==> config.mk <==
export PLATFORM = sky130hd
export DESIGN_NAME = addsub_arbiter
export DESIGN_NICKNAME = d
export VERILOG_FILES = /design/src/rtl/addsub_arbiter.sv
export SDC_FILE = /design/constraint.sdc
export NUM_CORES = 1
export LEC_CHECK = 0
export CORE_AREA = 4 4 60 62
export CTS_CLUSTER_DIAMETER = 100
export DETAILED_ROUTE_END_ITERATION = 12
export DIE_AREA = 0 0 64 66
export GPL_TIMING_DRIVEN = 0
export PLACE_DENSITY_LB_ADDON = 0.12
export SLEW_MARGIN = 10
export SYNTH_ARGS = -nofsm -noshare
export SYNTH_HDL_FRONTEND = slang
export SYNTH_SLANG_ARGS = --single-unit
==> constraint.sdc <==
create_clock -name clk -period 2.3 [get_ports clk]
set_input_delay 0.575 -clock clk [delete_from_list [all_inputs] [get_ports clk]]
set_output_delay 0.575 -clock clk [all_outputs]
set_load 0.05 [all_outputs]
==> src/rtl/addsub_arbiter.sv <==
// addsub_arbiter: round-robin arbiter/sequencer sharing one 5-bit addsub
// datapath between two requesters.
//
// Ports:
//   clk, rst                      clock (rising edge), async active-high reset
//   req{0,1}_valid/ready          request handshake per requester
//   req{0,1}_a/b                  operands, WIDTH bits
//   req{0,1}_sub                  0 = A+B, 1 = A-B
//   rsp{0,1}_valid/ready          response handshake per requester
//   rsp{0,1}_s/cout/ov            sum/difference, carry out, signed overflow
//   busy                          operation in progress (state != IDLE)
//   grant                         requester owning the current/last operation
//
// One operation is in flight at a time: IDLE -> EXEC (1 cycle) -> RESP.

// addsub: shared WIDTH-bit adder/subtractor.
//   A, BC   operands; AS selects subtract (A + ~BC + 1)
//   S, Cout result and carry out (Cout=1 on subtract means no borrow)
//   Ov      signed two's-complement overflow
module addsub #(
  parameter int WIDTH = 5
) (
  input  logic [WIDTH-1:0] A,
  input  logic [WIDTH-1:0] BC,
  input  logic             AS,
  output logic [WIDTH-1:0] S,
  output logic             Cout,
  output logic             Ov
);

  logic [WIDTH-1:0] b_eff;
  logic [WIDTH:0]   sum;

  always_comb begin
    b_eff = AS ? ~BC : BC;
    sum   = {1'b0, A} + {1'b0, b_eff} + {{WIDTH{1'b0}}, AS};
    S     = sum[WIDTH-1:0];
    Cout  = sum[WIDTH];
    // Overflow: operand signs agree (B after inversion) but result sign differs.
    Ov    = (A[WIDTH-1] == b_eff[WIDTH-1]) && (S[WIDTH-1] != A[WIDTH-1]);
  end

endmodule

module addsub_arbiter #(
  parameter int WIDTH     = 5,
  parameter int PRIO_INIT = 0
) (
  input  logic             clk,
  input  logic             rst,

  input  logic             req0_valid,
  output logic             req0_ready,
  input  logic [WIDTH-1:0] req0_a,
  input  logic [WIDTH-1:0] req0_b,
  input  logic             req0_sub,

  input  logic             req1_valid,
  output logic             req1_ready,
  input  logic [WIDTH-1:0] req1_a,
  input  logic [WIDTH-1:0] req1_b,
  input  logic             req1_sub,

  output logic             rsp0_valid,
  input  logic             rsp0_ready,
  output logic [WIDTH-1:0] rsp0_s,
  output logic             rsp0_cout,
  output logic             rsp0_ov,

  output logic             rsp1_valid,
  input  logic             rsp1_ready,
  output logic [WIDTH-1:0] rsp1_s,
  output logic             rsp1_cout,
  output logic             rsp1_ov,

  output logic             busy,
  output logic             grant
);

  if (WIDTH != 5) begin : g_width_check
    $error("addsub_arbiter: only WIDTH=5 is supported");
  end

  typedef enum logic [1:0] {
    IDLE,
    EXEC,
    RESP
  } state_t;

  localparam logic PRIO_RST = (PRIO_INIT != 0);

  state_t state, state_nxt;

  logic             prio;
  logic             winner;
  logic             accept;
  logic             rsp_done;

  logic [WIDTH-1:0] op_a;
  logic [WIDTH-1:0] op_b;
  logic             op_sub;

  logic [WIDTH-1:0] res_s;
  logic             res_cout;
  logic             res_ov;

  logic [WIDTH-1:0] alu_s;
  logic             alu_cout;
  logic             alu_ov;

  // Arbitration: a lone requester always wins; on contention prio decides.
  always_comb begin
    winner = 1'b0;
    if (req0_valid && req1_valid) begin
      winner = prio;
    end else begin
      winner = req1_valid;
    end
  end

  assign accept   = (state == IDLE) && (req0_valid || req1_valid);
  assign rsp_done = (state == RESP) && (grant ? rsp1_ready : rsp0_ready);

  // State register
  always_ff @(posedge clk or posedge rst) begin
    if (rst) begin
      state <= IDLE;
    end else begin
      state <= state_nxt;
    end
  end

  // Next-state logic
  always_comb begin
    state_nxt = state;
    unique case (state)
      IDLE:    if (accept)   state_nxt = EXEC;
      EXEC:                  state_nxt = RESP;
      RESP:    if (rsp_done) state_nxt = IDLE;
      default:               state_nxt = IDLE;
    endcase
  end

  // Output logic
  always_comb begin
    req0_ready = 1'b0;
    req1_ready = 1'b0;
    rsp0_valid = 1'b0;
    rsp1_valid = 1'b0;
    busy       = (state != IDLE);
    if (state == IDLE) begin
      req0_ready = req0_valid && !winner;
      req1_ready = winner;
    end
    if (state == RESP) begin
      rsp0_valid = !grant;
      rsp1_valid = grant;
    end
  end

  // Result data is only presented on the owner's channel.
  always_comb begin
    rsp0_s    = '0;
    rsp0_cout = 1'b0;
    rsp0_ov   = 1'b0;
    rsp1_s    = '0;
    rsp1_cout = 1'b0;
    rsp1_ov   = 1'b0;
    if (grant) begin
      rsp1_s    = res_s;
      rsp1_cout = res_cout;
      rsp1_ov   = res_ov;
    end else begin
      rsp0_s    = res_s;
      rsp0_cout = res_cout;
      rsp0_ov   = res_ov;
    end
  end

  // Operand capture, grant/priority bookkeeping and result registers.
  always_ff @(posedge clk or posedge rst) begin
    if (rst) begin
      op_a     <= '0;
      op_b     <= '0;
      op_sub   <= 1'b0;
      grant    <= 1'b0;
      prio     <= PRIO_RST;
      res_s    <= '0;
      res_cout <= 1'b0;
      res_ov   <= 1'b0;
    end else begin
      if (accept) begin
        grant  <= winner;
        op_a   <= winner ? req1_a   : req0_a;
        op_b   <= winner ? req1_b   : req0_b;
        op_sub <= winner ? req1_sub : req0_sub;
      end
      if (state == EXEC) begin
        res_s    <= alu_s;
        res_cout <= alu_cout;
        res_ov   <= alu_ov;
      end
      if (rsp_done) begin
        prio <= ~grant;
      end
    end
  end

  addsub #(
    .WIDTH(WIDTH)
  ) u_addsub (
    .A   (op_a),
    .BC  (op_b),
    .AS  (op_sub),
    .S   (alu_s),
    .Cout(alu_cout),
    .Ov  (alu_ov)
  );

endmodule

==> results.md <==
- Post-synthesis compound-gate area fraction: 0.150
- Slew @ Worst Pin: 0.829 ns
- Die H: 66 um
- Drt total wl: 2700 um
- Global route total overflow: 0
- Simple-Gate Fraction of Synth Area: 0.162
- Sequential Power Share: 0.242
- Die Wd: 64 um
- Clock slew seen by the registers of the worst setup and hold paths: 0.11 ns
- DRC Markers: 0
- Synthesized instance count: 136
- Final setup viols: 0
- Largest family of logic cells by synthesized area: simple AND/OR/NAND/NOR gates
- GRT Total Usage: 0.139
- Fin crit share: 0.973
- Logic pwr share: 0.701
- Largest fanout on the critical path: 3
- Hold-fix buffers, CTS: 0
- Yosys cell types: 29
- Multiplexer area fraction after synthesis: 0.0998
- Crit. End Element: output port
- YS warnings: 0
- Hold Path Class: flip-flop to flip-flop
- Area of the mapped netlist: 1320 sq um
- Met1 usage: 0.159
- Synth Net Count: 169
- Post-DP HPWL: 2260 um
- Clock buffer count from CTS: 3
- # rows: 20
- Clk_skew: 0.00333 ns
- Fin. Hold Viols: 0
- Layout cells sized above 1: 0.181
- WP data required: 1.73 ns
- Max-slew violations: 0
- Initial antenna violation count: 0
- Met3 Resource Use GR: 0.0255
- Clock sink count: 22
- Wirelength per Cell: 11.6 um
- # diodes: 0
- Post-synth ARST share: 1.00
- Synthesized area per cell: 9.68 sq um
- Max-cap violations: 0
- Nature of the critical path startpoint: input pin
- Outcome: completed
- I/O pins: 48
- Full die area: 4220 sq um
- # port buffers: 47
- Max Freq: 447 MHz
- Pleak: 0.873 nW
- Maximum vdd drop: 0.634 mV
- EDFF count, synth: 0
- Initial DRC Count: 33
- FILL cells: 269
- Busiest layer in global routing: met2
- First-pass GRT wire length: 4550 um
- Type of the worst setup path: input pin to output port
- Number of global-route vias before repair: 1039
- Worst skew pair latency: 0.30 ns
- Share of the yosys chip area belonging to registers: 0.418
- Post-DRT Antenna Nets: 0
- CTS tree: yes
- DRT Pass-1 Iters: 4
- Power Density: 1610 nW/um^2
- Synth top area cells: dfrtp_1, mux2i_1, nor2_1
- Via count: 1078
- RSZ-0062 raised after global routing: no
- Clock buffer depth: 2
- Net Sw Power: 1.54 mW
- Int Pwr: 1.44 mW
- Post-synthesis xor/xnor area fraction: 0.0599
- Initial core utilization: 0.435
- GR Layer Usage met2: 0.253
- Core area: 3030 sq um
- Fin crit period: 2.24 ns
- Largest net degree at the start of global routing: 23
- Pre-CTS setup slack: -0.863 ns
- # nets final: 223
- Setup Total Neg Slack: 0 ns
- Post-Synth Adder-Cell Area: 0.0532
- Final Power: 2.98 mW
- Sw Ratio: 0.518
- Htree depth: 1
- CTS root buf: clkbuf_4
- Final Wtd Congestion: 0.814
- Cell taking the most area after synthesis: dfrtp_1
- Via density: 4.65
- Slew margin rel.: 0.447
- Final Core Density: 0.612
- Worst EP arrival: 1.66 ns
- Post-synth top flop: dfrtp_1
- Share of the synthesized area in the top cell type: 0.418
- Clock share of power: 0.057
- Final WS setup: 0.0611 ns
- Area Growth Syn to Fin: 40.7%
- Post-synthesis register bit count: 22
## cells by family (layout without fill, tap and decap cells)
family	count (synthesis)	count (layout)
xor gates and xnor gates	9	9
adders and majority gates	5	5
muxes	13	13
and+or+nand+nor	45	45
AOI/OAI and AO/OA	29	29
DFF	22	22
buffers and inverters	13	65
## worst paths after layout
path	from	endpoint	slack, ns	cells after the start
hold / removal	res_s[0]	res_s[0]	0.50	2
max in group asynchronous	rst	grant	1.00	2
min in group asynchronous	rst	op_b[3]	0.74	2
setup / recovery	req1_valid	req0_ready	0.06	5
hold reg to reg	res_s[0]	res_s[0]	0.50	2
setup reg to reg	op_sub	res_ov	0.28	8
## critical path, cell delays in order
cell and delay [ns]:
clkdlybuf4s50_1 0.52, o21ai_4 0.09, buf_12 0.13, and3_2 0.20
buf_6 0.15
## area by class of cell
type	instances	area (sq um)	share of cell area
multi-input cells	101	691	0.373
flip-flops and latches	22	552	0.298
well taps	44	55.1	0.0297
clock buffers	3	22.5	0.0122
inverters	7	26.3	0.0142
plain buffers	6	50.0	0.0270
repair buffers	49	455	0.246
## placed cells by master (no fill, tap or decap), types with 2 or more instances in the layout
| cell type | count |
|---|---|
| nand2b_1 | 3 |
| nor2b_1 | 7 |
| clkbuf_2 | 6 |
| and2_1 | 6 |
| ha_1 | 4 |
| clkdlybuf4s15_2 | 3 |
| a21oi_2 | 7 |
| clkdlybuf4s50_1 | 27 |
| clkbuf_4 | 3 |
| dlygate4sd2_1 | 8 |
| mux2i_1 | 12 |
| dlymetal6s2s_1 | 2 |
| nand2_1 | 9 |
| nor2_1 | 19 |
| inv_1 | 6 |
| dfrtp_1 | 21 |
| a21oi_1 | 8 |
| xor2_1 | 5 |
| o21ai_0 | 7 |
| xnor2_1 | 4 |
| buf_2 | 3 |
| buf_4 | 4 |
## power groups by stage
stage                     clock network, mW  logic [mW]  registers (mW)
after detailed placement                  0        2.19           0.733
after global placement                    0        2.11           0.724
after floorplan                           0        1.60           0.730
after CTS                             0.177        2.12           0.722
final                                 0.170        2.09           0.722
after global routing                  0.188        2.29           0.756
## flip-flops by register name, summed over array words and instances, names as in the netlist
signal / flops
grant: 1
op_a: 5
op_b: 5
op_sub: 1
prio: 1
res_cout: 1
res_ov: 1
res_s: 5
state: 2
## repair_timing
item / 4_1_cts / 5_1_grt
buffers inserted: 1 / 1
gates resized for setup: 40 / 8
endpoints found under the setup margin: 18 / 13
pin swaps: 1 / 0
## per-stage QoR
stage,instances,area [sq um],hold slack (ns)
4_1_cts,231,1860,0.509
2_1_floorplan,136,1320,0.455
5_1_grt,232,1850,0.536
3_3_place_gp,227,1840,0.470
3_5_place_dp,227,1840,0.482
6_report,232,1850,0.503
## cell usage after synthesis, types with 2 or more instances
cell,n
o21ai_0,7
nor2_1,19
nor2b_1,7
a21oi_2,7
buf_4,2
ha_1,4
inv_1,6
buf_2,2
dfrtp_1,22
nand2b_1,3
nand2_1,9
and2_1,6
mux2i_1,12
xnor2_1,4
a21oi_1,8
xor2_1,5
## routing by layer
metal,vias up,routed length [um]
li1,556,-
met1,485,1180
met2,33,1340
met3,4,148
met4,0,42
met5,-,0
No activity file was read; power rests on OpenSTA's default activity.
